==> src/rtl/rls_result_reader_pkg.sv <==
// Shared definitions for the RLS solution-interface family: state encoding,
// default vector geometry and a constant log2 helper.
package rls_result_reader_pkg;

    localparam int RLS_N_DEFAULT     = 16;
    localparam int RLS_NBITS_DEFAULT = 32;

    typedef enum logic {
        IDLE   = 1'b0,
        STREAM = 1'b1
    } rls_state_t;

    // Ceiling log2; returns 0 for v <= 1.
    function automatic int rls_clog2(input int v);
        int r;
        r = 0;
        for (int i = 0; i < 31; i++) begin
            if ((1 << i) < v) begin
                r = i + 1;
            end
        end
        return r;
    endfunction

endpackage

==> src/rtl/rls_result_reader_word.sv <==
// Combinational word selector over a packed N-word vector; shared by the
// RLS debug readers.
module rls_word_mux
    import rls_result_reader_pkg::*;
#(
    parameter int N     = RLS_N_DEFAULT,
    parameter int nBits = RLS_NBITS_DEFAULT
) (
    input  logic [N*nBits-1:0]     vec,
    input  logic [rls_clog2(N)-1:0] idx,
    output logic [nBits-1:0]        word
);

    assign word = vec[idx*nBits +: nBits];

endmodule

==> src/rtl/rls_result_reader.sv <==
// Captures an RLS solution vector on write and streams it out one word per
// valid/ready handshake, counting delivered frames and flagging dropped ones.
module rls_result_reader
    import rls_result_reader_pkg::*;
#(
    parameter int N         = RLS_N_DEFAULT,
    parameter int nBits     = RLS_NBITS_DEFAULT,
    parameter bit MSW_FIRST = 1'b0
) (
    input  logic                    clk,
    input  logic                    reset,
    input  logic                    write,
    input  logic [N*nBits-1:0]      x,
    output logic [nBits-1:0]        out_data,
    output logic                    out_valid,
    input  logic                    out_ready,
    output logic [rls_clog2(N)-1:0] out_index,
    output logic                    out_last,
    output logic                    busy,
    output logic                    overrun,
    output logic [15:0]             frame_count
);

    localparam int IW = rls_clog2(N);
    localparam logic [IW-1:0] FIRST_IDX = MSW_FIRST ? IW'(N - 1) : '0;
    localparam logic [IW-1:0] LAST_IDX  = MSW_FIRST ? '0 : IW'(N - 1);

    rls_state_t           state;
    logic [N*nBits-1:0]   buf_q;
    logic [N*nBits-1:0]   vec_sel;
    logic [IW-1:0]        cnt_q;
    logic [IW-1:0]        cnt_d;
    logic [nBits-1:0]     word_sel;
    logic                 accept;
    logic                 final_acc;
    logic                 capture;

    assign out_valid = (state == STREAM);
    assign busy      = (state == STREAM);
    assign accept    = (state == STREAM) && out_ready;
    assign final_acc = accept && (cnt_q == LAST_IDX);
    assign capture   = write && ((state == IDLE) || final_acc);

    // Look ahead to the next counter value so out_data is a registered mux
    // output; a capture selects straight from x to avoid a bubble.
    always_comb begin
        vec_sel = buf_q;
        cnt_d   = cnt_q;
        if (capture) begin
            vec_sel = x;
            cnt_d   = FIRST_IDX;
        end else if (accept) begin
            cnt_d = MSW_FIRST ? cnt_q - 1'b1 : cnt_q + 1'b1;
        end
    end

    rls_word_mux #(
        .N     (N),
        .nBits (nBits)
    ) u_word_mux (
        .vec  (vec_sel),
        .idx  (cnt_d),
        .word (word_sel)
    );

    always_ff @(posedge clk or posedge reset) begin
        if (reset) begin
            state       <= IDLE;
            buf_q       <= '0;
            cnt_q       <= '0;
            out_data    <= '0;
            out_index   <= '0;
            out_last    <= 1'b0;
            overrun     <= 1'b0;
            frame_count <= '0;
        end else begin
            case (state)
                IDLE: begin
                    if (write) begin
                        buf_q     <= x;
                        cnt_q     <= cnt_d;
                        out_index <= cnt_d;
                        out_data  <= word_sel;
                        out_last  <= (cnt_d == LAST_IDX);
                        state     <= STREAM;
                    end
                end
                STREAM: begin
                    if (write && !final_acc) begin
                        overrun <= 1'b1;
                    end
                    if (final_acc) begin
                        frame_count <= frame_count + 16'd1;
                        if (write) begin
                            buf_q     <= x;
                            cnt_q     <= cnt_d;
                            out_index <= cnt_d;
                            out_data  <= word_sel;
                            out_last  <= (cnt_d == LAST_IDX);
                        end else begin
                            out_last <= 1'b0;
                            state    <= IDLE;
                        end
                    end else if (accept) begin
                        cnt_q     <= cnt_d;
                        out_index <= cnt_d;
                        out_data  <= word_sel;
                        out_last  <= (cnt_d == LAST_IDX);
                    end
                end
                default: state <= IDLE;
            endcase
        end
    end

endmodule

==> config.mk <==
export PLATFORM = sky130hd
export DESIGN_NAME = rls_result_reader
export DESIGN_NICKNAME = d
export VERILOG_FILES = /design/src/rtl/rls_result_reader_pkg.sv /design/src/rtl/rls_result_reader_word.sv /design/src/rtl/rls_result_reader.sv
export SDC_FILE = /design/constraint.sdc
export NUM_CORES = 1
export LEC_CHECK = 0
export CORE_MARGIN = 2
export CORE_UTILIZATION = 40
export DETAILED_ROUTE_END_ITERATION = 10
export PLACE_DENSITY = 0.66
export SLEW_MARGIN = 30
export SYNTH_ARGS = -nofsm -noshare
export SYNTH_HDL_FRONTEND = slang
export SYNTH_HIERARCHICAL = 1
export SYNTH_SLANG_ARGS = --single-unit
==> constraint.sdc <==
create_clock -name clk -period 61.2 [get_ports clk]
set_input_delay 18.36 -clock clk [delete_from_list [all_inputs] [get_ports clk]]
set_output_delay 18.36 -clock clk [all_outputs]
set_load 0.03 [all_outputs]
# Yosys cells after proc, flatten, opt, wreduce, memory -nomap -nowiden
# Index checks and enable logic that the tools add are counted.
dict set report word_totals {
  ram_bits 0
  mem_bits_ro 0
  input_bits 516
  n_memories 0
  register_bits 571
  latch_bits 0
}
dict set report classes {
  addsub 2
  n_eq_ne 5
  muxes 25
  n_div 0
  multipliers 0
  bitwise 1
  n_reduce_logical 9
  magnitude_cmp 0
  shifts 1
}
# operator count
set ops {}
lappend ops {{$mux 512} 3}
lappend ops {{$pmux 512 s2} 1}
lappend ops {{$shiftx 512x10->32} 1}
lappend ops {{$mux 32} 3}
lappend ops {{$pmux 32 s2} 1}
lappend ops {{$mux 4} 7}
lappend ops {{$add 16x1->16 const B} 1}
lappend ops {{$pmux 4 s2} 2}
lappend ops {{$eq 4x4->1 const B} 2}
lappend ops {{$mux 1} 6}
lappend ops {{$reduce_and 2->1} 3}
lappend ops {{$add 4x1->4 const B} 1}
lappend ops {{$logic_and 1x1->1} 4}
lappend ops {{$pmux 1 s2} 2}
lappend ops {{$ne 3x1->1 const B} 1}
lappend ops {{$ne 2x1->1 const B} 1}
lappend ops {{$ne 2x2->1 const B} 1}
lappend ops {{$logic_not 1->1} 1}
lappend ops {{$logic_or 1x1->1} 1}
lappend ops {{$not 1->1} 1}

# Depth between registers and ports, before layout
dict set report logic_depth {
  ltp_word 9
  depth_mapped 14
}

# Modules after synthesis
# The synthesis kept the hierarchy.
# module area_each_um2 seq_area_each_um2 n_inst cells_each
set by_module_without_submodules {}
lappend by_module_without_submodules {rls_result_reader 21782.1 14288.7 1 1295}
lappend by_module_without_submodules {rls_word_mux 3728.6 0.0 1 271}

# Worst setup path after synthesis
# OpenSTA, ideal clock, no wires.
dict set report synth_path {
  kind {input-to-reg}
  start {input out_ready}
  end {register out_data[13]}
  t_arrival_ns 20.704
  path_slack_ns 40.371
  n_path_buf 6
  required_ns 61.075
  stages 13
  cell_sequence {buf_2 nand4_1 a21oi_2 buf_4 buf_6 buf_4 nor2_1 buf_2 buf_4 mux4_2 a22oi_1 nand2_1 mux2_4}
}
dict set report synth_between {
  elab_chain_len 9
  elab_cells_between_ends 13
}
# item line_no
set synth_lines {}
lappend synth_lines {{from (decl)} rls_result_reader.sv:16} ;# input logic out_ready,
lappend synth_lines {{$logic_and 1x1->1 *} rls_result_reader.sv:40} ;# assign accept = (state == STREAM) && out_ready;
lappend synth_lines {{$logic_and 1x1->1} rls_result_reader.sv:41} ;# assign final_acc = accept && (cnt_q == LAST_IDX);
lappend synth_lines {{$logic_or 1x1->1} rls_result_reader.sv:42} ;# assign capture = write && ((state == IDLE) || final_acc);
lappend synth_lines {{$logic_and 1x1->1} rls_result_reader.sv:42}
lappend synth_lines {{$mux 4 *} rls_result_reader.sv:49} ;# if (capture) begin
lappend synth_lines {{via cnt_d[0]} rls_result_reader.sv:32} ;# logic [IW-1:0] cnt_d;
lappend synth_lines {{$shiftx 512x10->32 *} rls_result_reader_word.sv:14} ;# assign word = vec[idx*nBits +: nBits];
lappend synth_lines {{via word_sel[13]} rls_result_reader.sv:33} ;# logic [nBits-1:0] word_sel;
lappend synth_lines {{$mux 32, on equally long branches} {rls_result_reader.sv:104, rls_result_reader.sv:79, rls_result_reader.sv:94}}
lappend synth_lines {{$mux 32} rls_result_reader.sv:92} ;# if (final_acc) begin
lappend synth_lines {{$pmux 32 s2 *} rls_result_reader.sv:77} ;# case (state)
lappend synth_lines {{to (signal assigned)} rls_result_reader.sv:83} ;# out_data <= word_sel;
lappend synth_lines {{to (signal assigned)} rls_result_reader.sv:98} ;# out_data <= word_sel;
lappend synth_lines {{to (signal assigned)} rls_result_reader.sv:107} ;# out_data <= word_sel;
lappend synth_lines {{to (decl)} rls_result_reader.sv:14} ;# output logic [nBits-1:0] out_data,
# The timed path passes the listed nets; every way through them passes the cells marked *. The select of a mux whose other input is x is not followed.
# A chain may end at the register's enable or synchronous reset.

# Worst setup path in the final report
dict set report layout_path {
  start {input out_ready}
  end {register out_data[10]}
}
dict set report layout_between {
  elab_chain_len 9
  elab_cells_between_ends 13
}
# item line_no
set layout_lines {}
lappend layout_lines {{$logic_and 1x1->1 *} rls_result_reader.sv:40}
lappend layout_lines {{$logic_and 1x1->1 *} rls_result_reader.sv:41}
lappend layout_lines {{$logic_or 1x1->1 *} rls_result_reader.sv:42}
lappend layout_lines {{$logic_and 1x1->1 *} rls_result_reader.sv:42}
lappend layout_lines {{$mux 512 *} rls_result_reader.sv:49}
lappend layout_lines {{via vec_sel[362]} rls_result_reader.sv:30} ;# logic [N*nBits-1:0] vec_sel;
lappend layout_lines {{$shiftx 512x10->32 *} rls_result_reader_word.sv:14}
lappend layout_lines {{via word_sel[10]} rls_result_reader.sv:33}
lappend layout_lines {{$mux 32, on equally long branches} {rls_result_reader.sv:104, rls_result_reader.sv:79, rls_result_reader.sv:94}}
lappend layout_lines {{$mux 32} rls_result_reader.sv:92}
lappend layout_lines {{$pmux 32 s2 *} rls_result_reader.sv:77}
# Marks and branches as above.

==> flow_summary.yaml <==
cts:
  clockBufferDepth: 3
  tritoncts: "yes"
  holdBufCountCts: 0
  h-tree-depth: 2
  cts_buffers: 61
  ctsResizeCount: 0
  post-cts-setup-buffers: 0
  clk_pin_slew_worst_paths_ns: 0.06
  cts-root-buf: "clkbuf_16"
  insertion_delay_ns: 0.63
  clock-sinks: 571
routing:
  drt_iter0_markers: 1029
  wl_per_cell_um: 26.7
  firstDrtPassIters: 5
  drc: 0
  num_vias: 16000
  drt.antenna.violating_nets: 0
  totalWireLength_um: 81000
  avgViaCountPerCell: 5.29
timing:
  tns_ns: 0
  hold_violations: 0
  worst_slew_pin_slew_ns: 1.00
  setup_ws_ns: 38.02
  fin_crit_sh_pct: 37.9
  timing.fmax_mhz: 43.1
  rsz0062_at_grt: "false"
  holdWs_ns: 0.455
  min_period_ns: 23.18
  skew_ns: 0.0157
  slew_headroom_pct: 33.0
  drv_slew: 0
  setup_viol: 0
floorplan:
  die_area_sq_um: 65800
  core_sq_um: 63100
  die_w_um: 257
  io_pins: 572
  row_count: 92
  start_util_pct: 40.4
  die_h_um: 257
setup_path:
  critPathArrivalTime_ns: 23.69
  cp_cell_sequence: "clkdlybuf4s50_1 > nand4_1 > a21oi_4 > buf_4 > buf_4 > buf_12 > mux2_2 > mux4_2 > a22oi_1 > nand2_1 > mux2_2"
  r2r_slack_ns: 55.45
  max_stage_delay_ns: 0.71
  worst_setup_path_start_kind: "primary input"
  critPathCaptureType: "flip-flop"
  critPathTopFamily: "buffers and inverters"
  critical_path_class: "primary input to flip-flop"
  cp_num_buf_inv: 4
  crit_slowest_cell: "buf_4"
  worstPathRequired_ns: 61.71
  critPathMaxFanout: 159
synthesis:
  synth_flop_cell: "dfrtp_1"
  yosys_register_bits: 571
  syn_inst: 1566
  async_flop_share_pct: 100
  synth-seq-area-share_pct: 56.0
  syn_area_per_cell_sq_um: 16.3
  synthesis.area_sq_um: 25500
  synth.distinct_cells: 38
  synth_edf_count: 0
  synth_top_area_share_pct: 56.0
  synth_largest_area_cell: "dfrtp_1"
  yosys_warnings: 6
  synth.area.top_cells: "dfrtp_1, mux2_2, mux4_2"
  synth_nets: 2084
power_and_ir_drop:
  power_uw: 1660
  leakagePower_uw: 0.0142
  ir_drop_mv: 0.0318
  power_density_nw_per_um2: 48.9
final_layout:
  drive_above_1_share_pct: 27.7
  mostFrequentLayoutCells: "dfrtp_1, clkdlybuf4s50_1, mux2_2, mux2_1, mux4_2"
  finalNetCount: 2629
  fin_area_sq_um: 33900
  syn_to_final_growth_pct: 32.8
grt:
  grt_overflow: 0
  grt_pass1_wl_um: 118000
  grt_usage_pct: 24.6
  grt_max_degree: 173
  first_global_vias: 17500
  antenna_found_initial: 31
placed_design:
  dp_slack_ns: 37.41
  post_dp_cell_area_sq_um: 31800
  gp_congestion: 0.813
  post-dp-hpwl_um: 59100
  io_buffers: 571
hold_path:
  hold_class: "flip-flop to flip-flop"
flow_run:
  maxCapViolations: 0
status:
  status: "finished clean"
[final timing paths]
path,to,start,cells after the start
setup / recovery,out_data[10]$_DFFE_PP0P_,out_ready,11
hold / removal,overrun$_DFFE_PP0P_,overrun$_DFFE_PP0P_,1
setup reg to reg,out_data[10]$_DFFE_PP0P_,cnt_q[0]$_DFFE_PP0P_,11
hold reg to reg,overrun$_DFFE_PP0P_,overrun$_DFFE_PP0P_,1
max in group asynchronous,buf_q[260]$_DFFE_PP0N_,reset,4
min in group asynchronous,frame_count[9]$_DFFE_PP0P_,reset,2
[worst register-to-register path: cells and delay by family (launching register included)]
family | cells | cell delay [ns]
buf+inv | 3 | 2.04
mux | 3 | 1.47
compound gates | 2 | 0.80
flops | 1 | 0.53
fa+ha+maj | 1 | 0.47
simple gates | 2 | 0.35
[cell type report]
type / count / area [sq um]
Inverter: 6 / 30.0
Antenna cell: 24 / 60.1
Multi-Input combinational cell: 877 / 10400
Fill cell: 5238 / 29200
Sequential cell: 571 / 14300
Clock inverter: 25 / 249
Clock buffer: 88 / 1780
Tap cell: 846 / 1060
Timing Repair Buffer: 594 / 5970
[cells in the mapped netlist, types with 4 or more instances]
cell type    n
mux2_1     207
buf_6       31
mux2_4      29
xor2_1       5
mux4_2     128
nand2_1     51
nand4_1      6
inv_1        6
nand3_1      9
buf_4       38
clkbuf_1    18
a21oi_1      5
a21o_1       6
buf_2       16
a22oi_1     64
and3_1       4
xnor2_1     14
nor2_1      12
mux2_2     309
buf_1        9
dfrtp_1    571
[power by group]
part	switching, uW	internal [uW]
Clock	155	218
Combinational	332	341
Sequential	53.3	557
[layer usage]
| metal | share of wire, % | GRT usage (%) | up-vias |
|---|---|---|---|
| met5 | 0.075 | 0 | - |
| met4 | 3.3 | 8.91 | 8 |
| met3 | 6.7 | 6.26 | 123 |
| met2 | 49 | 40.4 | 527 |
| met1 | 41 | 31.4 | 8415 |
| li1 | - | - | 6958 |
[sequential cells by signal (all words and copies together) (netlist names)]
| register | cells |
|---|---|
| buf_q | 512 |
| busy | 1 |
| cnt_q | 4 |
| frame_count | 16 |
| out_data | 32 |
| out_index | 4 |
| out_last | 1 |
| overrun | 1 |
[cells by family (layout without fill, tap and decap cells)]
kind of cell,after synthesis,after routing,share of synthesized area [%]
AOI/OAI and AO/OA,87,87,2.49
xor gates and xnor gates,19,19,0.652
adders and majority gates,2,2,0.0981
buffers and inverters,118,713,3.29
DFF,571,571,56.0
muxes,673,673,35.8
other,0,24,0
and+or+nand+nor,96,96,1.68
[per-stage QoR]
stage,utilization [%],std cells
after global routing,53.7,3029
after floorplan,-,1566
final,53.7,3031
after global placement,50.3,2891
after detailed placement,50.3,2893
after CTS,53.6,3006
Note: power is estimated with default switching activity, not from simulation.
